==> config.mk <==
export PLATFORM = sky130hd
export DESIGN_NAME = sc_io_port
export DESIGN_NICKNAME = d
export VERILOG_FILES = /design/src/rtl/sc_io_pkg.sv /design/src/rtl/sc_bin2bcd_seq.sv /design/src/rtl/sc_io_port.sv
export SDC_FILE = /design/constraint.sdc
export NUM_CORES = 1
export LEC_CHECK = 0
export CAP_MARGIN = 15
export CORE_MARGIN = 1.5
export CORE_UTILIZATION = 42
export CTS_CLUSTER_DIAMETER = 50
export DETAILED_ROUTE_END_ITERATION = 8
export PLACE_DENSITY = 0.7
export SYNTH_ARGS = -nofsm -noshare
export SYNTH_HDL_FRONTEND = slang
export SYNTH_HIERARCHICAL = 1
export SYNTH_SLANG_ARGS = --single-unit
==> constraint.sdc <==
create_clock -name clock_i -period 3.7 [get_ports clock_i]
set_input_delay 0.555 -clock clock_i [delete_from_list [all_inputs] [get_ports clock_i]]
set_output_delay 0.555 -clock clock_i [all_outputs]
set_load 0.05 [all_outputs]
==> src/rtl/sc_io_pkg.sv <==
// sc_io_pkg: shared constants, FSM encodings and segment codes for the sc_io_port block
package sc_io_pkg;

    // Default base address of register 0
    localparam logic [31:0] IO_BASE_DEF = 32'h0000_00C0;

    // Register offsets (word index taken from addr[4:2])
    localparam logic [2:0] OFF_SW_A   = 3'd0;
    localparam logic [2:0] OFF_SW_B   = 3'd1;
    localparam logic [2:0] OFF_RESULT = 3'd2;
    localparam logic [2:0] OFF_LED    = 3'd3;
    localparam logic [2:0] OFF_STATUS = 3'd4;

    // Conversion engine states
    typedef enum logic [1:0] {
        ST_LOAD  = 2'd0,
        ST_SHIFT = 2'd1,
        ST_STORE = 2'd2
    } bcd_state_e;

    // Display channels, visited round-robin
    typedef enum logic [1:0] {
        CH_A = 2'd0,
        CH_B = 2'd1,
        CH_T = 2'd2
    } chan_e;

    // Active-low segment patterns {g,f,e,d,c,b,a}
    localparam logic [6:0] SEG_0    = 7'b1000000;
    localparam logic [6:0] SEG_1    = 7'b1111001;
    localparam logic [6:0] SEG_2    = 7'b0100100;
    localparam logic [6:0] SEG_3    = 7'b0110000;
    localparam logic [6:0] SEG_4    = 7'b0011001;
    localparam logic [6:0] SEG_5    = 7'b0010010;
    localparam logic [6:0] SEG_6    = 7'b0000010;
    localparam logic [6:0] SEG_7    = 7'b1111000;
    localparam logic [6:0] SEG_8    = 7'b0000000;
    localparam logic [6:0] SEG_9    = 7'b0010000;
    localparam logic [6:0] SEG_DASH = 7'b0111111;

    // Decimal digit to segment pattern; non-decimal codes show a dash
    function automatic logic [6:0] seg7(input logic [3:0] d);
        return d == 4'd0 ? SEG_0 :
               d == 4'd1 ? SEG_1 :
               d == 4'd2 ? SEG_2 :
               d == 4'd3 ? SEG_3 :
               d == 4'd4 ? SEG_4 :
               d == 4'd5 ? SEG_5 :
               d == 4'd6 ? SEG_6 :
               d == 4'd7 ? SEG_7 :
               d == 4'd8 ? SEG_8 :
               d == 4'd9 ? SEG_9 : SEG_DASH;
    endfunction

endpackage

==> src/rtl/sc_bin2bcd_seq.sv <==
// sc_bin2bcd_seq: sequential 8-bit binary to BCD converter (double-dabble), LOAD -> SHIFT x8 -> STORE
module sc_bin2bcd_seq
    import sc_io_pkg::*;
(
    input  logic       clock_i,
    input  logic       reset_i,
    input  logic       start_i,
    input  logic [7:0] value_i,
    output logic       busy_o,
    output logic       done_o,
    output logic [3:0] tens_o,
    output logic [3:0] ones_o,
    output logic       ovf_o
);

    bcd_state_e  state_q;
    logic [2:0]  cnt_q;
    logic [7:0]  bin_q;
    logic [11:0] bcd_q;
    logic [11:0] adj_d;
    logic        done_q;

    // Add 3 to every BCD nibble that is 5 or more before the next shift
    always_comb begin
        adj_d[3:0]  = bcd_q[3:0]  >= 4'd5 ? bcd_q[3:0]  + 4'd3 : bcd_q[3:0];
        adj_d[7:4]  = bcd_q[7:4]  >= 4'd5 ? bcd_q[7:4]  + 4'd3 : bcd_q[7:4];
        adj_d[11:8] = bcd_q[11:8] >= 4'd5 ? bcd_q[11:8] + 4'd3 : bcd_q[11:8];
    end

    // Conversion FSM; done is high exactly during the STORE cycle
    always_ff @(posedge clock_i) begin
        if (reset_i) begin
            state_q <= ST_LOAD;
            cnt_q   <= '0;
            bin_q   <= '0;
            bcd_q   <= '0;
            done_q  <= 1'b0;
        end else begin
            done_q <= 1'b0;
            case (state_q)
                ST_LOAD: begin
                    if (start_i) begin
                        bin_q   <= value_i;
                        bcd_q   <= '0;
                        cnt_q   <= '0;
                        state_q <= ST_SHIFT;
                    end
                end
                ST_SHIFT: begin
                    {bcd_q, bin_q} <= {adj_d, bin_q} << 1;
                    cnt_q          <= cnt_q + 3'd1;
                    if (cnt_q == 3'd7) begin
                        state_q <= ST_STORE;
                        done_q  <= 1'b1;
                    end
                end
                ST_STORE: state_q <= ST_LOAD;
                default:  state_q <= ST_LOAD;
            endcase
        end
    end

    assign busy_o = start_i | (state_q != ST_LOAD);
    assign done_o = done_q;
    assign tens_o = bcd_q[7:4];
    assign ones_o = bcd_q[3:0];
    assign ovf_o  = |bcd_q[11:8];

endmodule

==> src/rtl/sc_io_port.sv <==
// sc_io_port: memory-mapped switch/LED/result I/O with debounced inputs and 7-segment display refresh
module sc_io_port
    import sc_io_pkg::*;
#(
    parameter logic [31:0] IO_BASE   = IO_BASE_DEF,
    parameter int          SW_W      = 5,
    parameter int          DB_CYCLES = 4
) (
    input  logic            clock_i,
    input  logic            reset_i,
    input  logic [31:0]     addr_i,
    input  logic [31:0]     wdata_i,
    input  logic            we_i,
    output logic [31:0]     rdata_o,
    input  logic [SW_W-1:0] sw_a_i,
    input  logic [SW_W-1:0] sw_b_i,
    output logic [9:0]      led_o,
    output logic [6:0]      hex_a_hi_o,
    output logic [6:0]      hex_a_lo_o,
    output logic [6:0]      hex_b_hi_o,
    output logic [6:0]      hex_b_lo_o,
    output logic [6:0]      hex_t_hi_o,
    output logic [6:0]      hex_t_lo_o
);

    localparam int             CW     = $clog2(DB_CYCLES + 1);
    localparam logic [CW-1:0]  DB_MAX = CW'(DB_CYCLES);

    logic              hit;
    logic [2:0]        off;
    logic              wr;
    logic [7:0]        result_q, result_d;
    logic [9:0]        led_q, led_d;

    // Index 0 is operand A, index 1 is operand B
    logic [1:0][SW_W-1:0] raw;
    logic [1:0][SW_W-1:0] s1_q, s2_q, last_q, db_q;
    logic [1:0][CW-1:0]   cnt_q, cnt_d;

    chan_e             ch_q, ch_d;
    logic [7:0]        value;
    logic              busy, done, ovf;
    logic [3:0]        tens, ones;
    logic [13:0]       pair_d;
    logic [2:0][13:0]  disp_q;

    logic              unused_ok;

    assign hit       = addr_i[31:5] == IO_BASE[31:5];
    assign off       = addr_i[4:2];
    assign wr        = we_i & hit;
    assign raw       = {sw_b_i, sw_a_i};
    assign unused_ok = ^{addr_i[1:0], wdata_i[31:10]};

    // Next values of the CPU-writable registers
    always_comb begin
        result_d = (wr && off == OFF_RESULT) ? wdata_i[7:0] : result_q;
        led_d    = (wr && off == OFF_LED)    ? wdata_i[9:0] : led_q;
    end

    // CPU-writable registers; reset wins over a same-cycle write
    always_ff @(posedge clock_i) begin
        if (reset_i) begin
            result_q <= '0;
            led_q    <= '0;
        end else begin
            result_q <= result_d;
            led_q    <= led_d;
        end
    end

    // Read mux; anything outside the window or unmapped reads zero
    always_comb begin
        rdata_o = !hit                ? 32'd0 :
                  off == OFF_SW_A     ? 32'(db_q[0]) :
                  off == OFF_SW_B     ? 32'(db_q[1]) :
                  off == OFF_RESULT   ? 32'(result_q) :
                  off == OFF_LED      ? 32'(led_q) :
                  off == OFF_STATUS   ? 32'(busy) : 32'd0;
    end

    // Run length of equal synced samples, counting the current one; saturates at DB_CYCLES
    always_comb begin
        for (int i = 0; i < 2; i++)
            cnt_d[i] = (s2_q[i] != last_q[i]) ? CW'(1) :
                       (cnt_q[i] == DB_MAX)   ? cnt_q[i] : cnt_q[i] + 1'b1;
    end

    // Two-flop synchronizers and debouncers; accept a value once it has been stable DB_CYCLES samples
    always_ff @(posedge clock_i) begin
        if (reset_i) begin
            s1_q   <= '0;
            s2_q   <= '0;
            last_q <= '0;
            cnt_q  <= '0;
            db_q   <= '0;
        end else begin
            s1_q   <= raw;
            s2_q   <= s1_q;
            last_q <= s2_q;
            cnt_q  <= cnt_d;
            for (int i = 0; i < 2; i++)
                if (cnt_d[i] >= DB_MAX)
                    db_q[i] <= s2_q[i];
        end
    end

    // Channel value presented to the converter and the digit pair it produced
    always_comb begin
        value  = ch_q == CH_A ? 8'(db_q[0]) :
                 ch_q == CH_B ? 8'(db_q[1]) : result_q;
        ch_d   = ch_q == CH_A ? CH_B :
                 ch_q == CH_B ? CH_T : CH_A;
        pair_d = ovf ? {SEG_DASH, SEG_DASH} : {seg7(tens), seg7(ones)};
    end

    sc_bin2bcd_seq u_bcd (
        .clock_i (clock_i),
        .reset_i (reset_i),
        .start_i (1'b1),
        .value_i (value),
        .busy_o  (busy),
        .done_o  (done),
        .tens_o  (tens),
        .ones_o  (ones),
        .ovf_o   (ovf)
    );

    // Store the finished digit pair into the current channel and move round-robin to the next
    always_ff @(posedge clock_i) begin
        if (reset_i) begin
            ch_q   <= CH_A;
            disp_q <= {3{SEG_0, SEG_0}};
        end else if (done) begin
            ch_q         <= ch_d;
            disp_q[ch_q] <= pair_d;
        end
    end

    assign led_o      = led_q;
    assign hex_a_hi_o = disp_q[0][13:7];
    assign hex_a_lo_o = disp_q[0][6:0];
    assign hex_b_hi_o = disp_q[1][13:7];
    assign hex_b_lo_o = disp_q[1][6:0];
    assign hex_t_hi_o = disp_q[2][13:7];
    assign hex_t_lo_o = disp_q[2][6:0];

endmodule
==> out/metrics.yaml, run 1 <==
logic_synthesis:
  synth_top_family_by_area: "simple AND/OR/NAND/NOR gates"
  syn_avg_cell_area_um2: 9.166
  synth-edff-count: 0
  syn-cell-area_mm2: 0.006251
  synthXorXnorAreaFrac: 0.02522
  synthSimpleGateAreaFrac: 0.2292
  synth_ff_type: "dfxtp_1"
  seq_area_frac_synth: 0.4291
  synth_cells: 682
  synth-compound-area-share: 0.1539
  synth-async-reset-ratio: 0
  muxShareOfSynthArea: 0.05324
  synth_seq_cells: 134
  synth_cell_types: 64
  yosysWarnings: 6
  synthAdderAreaFrac: 0.02602
placed_design:
  dp_hpwl_mm: 10.25
  dp.cells: 932
  placed_area_mm2: 0.007376
  gp_routability_congestion: 0.7862
  dp_slack_ns: 0.4729
  port-buffer-count: 114
routing:
  drc_errors: 0
  first_iter_violations: 380
  dr.pass1.iters: 5
  num_vias: 5045
  viasPerCell: 5.228
  ant_nets: 0
  wl_per_cell_um: 15.16
  routed_wl_mm: 14.63
timing:
  max_slew_margin: 0.4006
  fin_crit_sh: 0.8656
  fin_ws_ns: 0.4973
  worst_pin_slew_ns: 0.8990
  setup_viol: 0
  drv_slew: 0
  holdWs_ns: 0.4350
  fin_worst_skew_ns: 0.01369
  finalSetupTns_ns: 0
  max_freq_mhz: 312.2
  hold_viol: 0
  fin_crit_ns: 3.203
  rsz0062_at_grt: "no"
final_layout:
  design_area_mm2: 0.008018
  fin_cells: 965
  final_nets: 858
  drive_gt1_frac: 0.1229
  utilization: 0.5517
  mostFrequentLayoutCells: "dfxtp_1, clkdlybuf4s50_1, nor2_1"
  area_growth_pct: 28.26
  antenna_cells: 0
  n_fill_cell: 1253
  final_common_cell: "dfxtp_1"
clock_tree:
  cts_buffers: 17
  ctsHoldBuffers: 0
  worstSkewPairLatency_ns: 0.42
  clockBufferDepth: 2
  post_cts_buffers: 0
  clkSinkCount: 134
  root_buffer: "clkbuf_16"
  cts_tree: "done"
  htreeDepth: 4
  clk_pin_slew_ns: 0.06
  cts_resized: 0
flow_run:
  maxCapViolations: 0
floorplanning:
  boundaryPins: 161
  dieArea_mm2: 0.01562
  die_w_um: 125.0
  die_h_um: 125.0
  core_area_mm2: 0.01453
  start_util: 0.4301
  rows: 44
worst_setup_path:
  critPathLaunch: "addr_i[15]"
  worst-r2r-setup-slack_ns: 1.60
  criticalPathCategory: "input port to primary output"
  reg2regPathDepth: 6
  reg2reg_to: "hex_a_lo_o[4]"
  reg2reg_from: "u_bcd/bcd_q[9]"
  arrival_ns: 2.65
  worstSetupEndpoint: "rdata_o[4]"
  required_ns: 3.14
  crit_slowest_cell: "or4_4"
  cp_max_fo: 9
  end_kind: "primary output"
  slowest_delay_ns: 0.62
  crit_chain: "clkdlybuf4s50_1 > nor4_4 > nand4_2 > or4_4 > nor2b_1 > buf_12"
  start_kind: "input port"
grt:
  grt_max_degree: 80
  grt_pass1_vias: 4827
  grt_pass1_wl_mm: 23.83
  grt_overflow: 0
  grt_usage: 0.1861
  antenna_found_initial: 0
power_and_ir_drop:
  finalPower_mw: 3.549
  vdd.ir_drop.worst_mv: 0.2881
  powerDensity_mw_per_mm2: 442.7
  leakage_nw: 2.995
worst_hold_path:
  hold_path.class: "flop to flop"
outcome:
  outcome: "completed"
-- report_power, final --
group | internal, mW | total (mW) | switching [mW]
Combinational | 0.0997 | 0.241 | 0.142
Clock | 1.15 | 1.82 | 0.674
Sequential | 1.47 | 1.49 | 0.0186
Total | 2.72 | 3.55 | 0.834
-- synth_stat cells, drive strengths merged (3+ instances only) --
| cell type | count | share of area |
|---|---|---|
| and4 | 3 | 0.0042 |
| nand2 | 16 | 0.0096 |
| buf | 55 | 0.062 |
| dfxtp | 134 | 0.43 |
| mux4 | 4 | 0.014 |
| a21o | 3 | 0.0036 |
| a22oi | 3 | 0.0036 |
| o21ai | 32 | 0.026 |
| nor4 | 6 | 0.011 |
| ha | 13 | 0.026 |
| or2 | 8 | 0.0080 |
| inv | 14 | 0.0084 |
| and4b | 3 | 0.0048 |
| nor2b | 55 | 0.055 |
| and3 | 3 | 0.0030 |
| nor3 | 12 | 0.014 |
| nand2b | 8 | 0.0092 |
| a211oi | 40 | 0.049 |
| a211o | 3 | 0.0042 |
| a21oi | 49 | 0.040 |
| nand3 | 23 | 0.018 |
| mux2i | 13 | 0.021 |
| a22o | 8 | 0.011 |
| nor2 | 89 | 0.057 |
| xor2 | 12 | 0.017 |
| and2 | 5 | 0.0050 |
| clkbuf | 20 | 0.012 |
| nand4 | 3 | 0.0040 |
| xnor2 | 6 | 0.0084 |
| mux2 | 10 | 0.018 |
-- per-layer routing --
metal	wire, µm	track usage	share of wire
met1	6493	0.2312	0.44
met2	7420	0.3108	0.51
met3	448	0.03594	0.031
met4	269	0.08957	0.018
met5	0	0	0
-- critical path, delay by kind of cell --
family / cells / cell delay, ns
and+or+nand+nor: 4 / 1.47
buffers and inverters: 2 / 0.62
-- logic make-up after synthesis --
kind of cell / after synthesis
AO/OA/AOI/OAI: 151
XOR/XNOR: 18
adder cells (fa/ha/maj): 13
buffers and inverters: 89
flip-flops: 134
multiplexers: 27
other: 2
AND/OR/NAND/NOR: 248
-- worst min-delay path by stage --
stage	start	end	slack, ns	depth (start not counted)
after floorplan	s1_q[0]	s2_q[0]	0.41	1
after detailed placement	s1_q[9]	s2_q[9]	0.42	1
after global placement	s1_q[8]	s2_q[8]	0.42	1
final	s1_q[9]	s2_q[9]	0.43	1
after CTS	s1_q[9]	s2_q[9]	0.44	1
after global routing	s1_q[9]	s2_q[9]	0.46	1
-- state kept, by name, indices dropped and copies added, names as in the netlist, 8 cells and up --
name,flops
s1_q,10
u_bcd/bcd_q,12
last_q,10
led_o,10
u_bcd/bin_q,8
s2_q,10
db_q,10
result_q,8
-- area by class of cell --
class | count | area [µm²] | area share
multi-input combinational | 480 | 3139 | 0.3915
clock inverter | 15 | 212.7 | 0.02653
inverter | 14 | 52.55 | 0.006554
clock buffer | 17 | 425.4 | 0.05306
tap | 184 | 230.2 | 0.02871
timing repair buffer | 121 | 1275 | 0.1590
sequential | 134 | 2683 | 0.3346
Note: power is estimated with default switching activity, not from simulation.
==> run 2: changes to the inputs <==
Settings changed: CAP_MARGIN 15 to 0.
==> run 2 against run 1 <==
Effect of this change: flip-flop and latch count is the same; hold slack is essentially flat; sequential power hardly changed; sequential share of layout area about the same; clock-buffer cell count unchanged; clock power about the same; critical path depth stayed put; via count hardly changed; largest cell class unchanged; cell area is essentially flat; critical path type unchanged; wire length shrank 0.14%; total power barely moved.
==> out/metrics.yaml, run 2 (same netlist as run 1, synthesis figures left out) <==
final_layout:
  final_nets: 857  # -0.12%
  utilization: 0.5514  # about the same
  final_common_cell: "dfxtp_1"
  antenna_cells: 0  # unchanged
  top_register: "u_bcd/bcd_q"
  drive_gt1_frac: 0.1231  # +0.0001576
  multi_input_area_mm2: 0.003139  # unchanged
  mostFrequentLayoutCells: "dfxtp_1, clkdlybuf4s50_1, nor2_1"
  largest_reg_flops: 12  # unchanged
  area_growth_pct: 28.20  # about the same
  design_area_mm2: 0.008014  # about the same
  n_fill_cell: 1255  # +0.16%
  ff_latch_area_mm2: 0.002683  # unchanged
  fin_cells: 964  # -0.10%
floorplanning:
  dieArea_mm2: 0.01562  # unchanged
  boundaryPins: 161  # unchanged
  core_area_mm2: 0.01453  # unchanged
  die_h_um: 125.0  # unchanged
  start_util: 0.4301  # unchanged
  die_w_um: 125.0  # unchanged
  rows: 44  # unchanged
timing:
  finalSetupTns_ns: 0  # unchanged
  holdWs_ns: 0.4349  # -0.00005400 ns
  drv_slew: 0  # unchanged
  fin_ws_ns: 0.4992  # +0.001929 ns
  worst_pin_slew_ns: 1.179  # +0.2797 ns
  fin_crit_sh: 0.8651  # about the same
  rsz0062_at_grt: "no"
  fin_worst_skew_ns: 0.004713  # -0.008976 ns
  max_slew_margin: 0.1939  # -0.2068
  hold_viol: 0  # unchanged
  fin_crit_ns: 3.201  # -0.001929 ns
  max_freq_mhz: 312.4  # about the same
  setup_viol: 0  # unchanged
grt:
  grt_max_degree: 80  # unchanged
  grt_pass1_vias: 4827  # unchanged
  antenna_found_initial: 0  # unchanged
  grt_overflow: 0  # unchanged
  grt_pass1_wl_mm: 23.83  # unchanged
  grt_usage: 0.1861  # unchanged
clock_tree:
  root_buffer: "clkbuf_16"
  clockBufferDepth: 2  # unchanged
  ctsHoldBuffers: 0  # unchanged
  worstSkewPairLatency_ns: 0.42  # about the same
  cts_tree: "done"
  cts_resized: 0  # unchanged
  clk_pin_slew_ns: 0.06  # about the same
  htreeDepth: 4  # unchanged
  post_cts_buffers: 0  # unchanged
  clkSinkCount: 134  # unchanged
  cts_buffers: 17  # unchanged
routing:
  ant_nets: 0  # unchanged
  wl_per_cell_um: 15.16  # about the same
  routed_wl_mm: 14.61  # -0.14%
  first_iter_violations: 348  # -8.4%
  viasPerCell: 5.230  # about the same
  drc_errors: 0  # unchanged
  num_vias: 5042  # -0.059%
  dr.pass1.iters: 5  # unchanged
worst_setup_path:
  cp_max_fo: 9  # unchanged
  end_kind: "primary output"
  criticalPathCategory: "input port to primary output"
  start_kind: "input port"
  arrival_ns: 2.65  # about the same
  required_ns: 3.14  # about the same
power_and_ir_drop:
  finalPower_mw: 3.551  # about the same
  powerDensity_mw_per_mm2: 443.1  # about the same
  leakage_nw: 2.994  # about the same
  vdd.ir_drop.worst_mv: 0.2859  # -0.76%
placed_design:
  placed_area_mm2: 0.007376  # unchanged
  port-buffer-count: 114  # unchanged
  dp_hpwl_mm: 10.25  # unchanged
  dp_slack_ns: 0.4729  # unchanged
  gp_routability_congestion: 0.7862  # unchanged
  dp.cells: 932  # unchanged
outcome:
  outcome: "completed"
worst_hold_path:
  hold_path.class: "flop to flop"
flow_run:
  maxCapViolations: 0  # unchanged
run 2: cell types whose count changed in the layout (fill, tap and decap cells not counted):
| cell | delta |
|---|---|
| clkbuf_1 | -1 |
run 2: worst max-delay path, cell delays in order:
cell             delay [ns]
clkdlybuf4s50_1        0.45
nor4_4                 0.33
nand4_2                0.27
or4_4                  0.62
nor2b_1                0.25
buf_12                 0.17
run 2: layer usage:
| metal | vias up | global-route usage | wire [µm] |
|---|---|---|---|
| met3 | 21 | 0.03594 | 410 |
| met5 | - | 0 | 0 |
| met4 | 0 | 0.08957 | 261 |
| met2 | 94 | 0.3108 | 7431 |
| met1 | 2443 | 0.2312 | 6508 |
| li1 | 2484 | - | - |
run 2: final timing paths:
path / from / to / slack [ns] / depth (start not counted)
max: addr_i[15] / rdata_o[4] / 0.50 / 6
min: s1_q[9] / s2_q[9] / 0.43 / 1
max reg2reg: u_bcd/bcd_q[9] / hex_t_lo_o[4] / 1.47 / 5
min reg2reg: s1_q[9] / s2_q[9] / 0.43 / 1
run 2: power breakdown:
group / total, mW / switching [mW] / internal, mW
clock: 1.82 / 0.675 / 1.15
combinational: 0.241 / 0.142 / 0.0995
sequential: 1.49 / 0.0187 / 1.47
total: 3.55 / 0.835 / 2.72
run 2: cell type report:
cell class | count | area share
Tap cell | 184 | 0.02873
Multi-Input combinational cell | 480 | 0.3917
Sequential cell | 134 | 0.3347
Clock inverter | 15 | 0.02654
Inverter | 14 | 0.006557
Timing Repair Buffer | 120 | 0.1586
Clock buffer | 17 | 0.05308
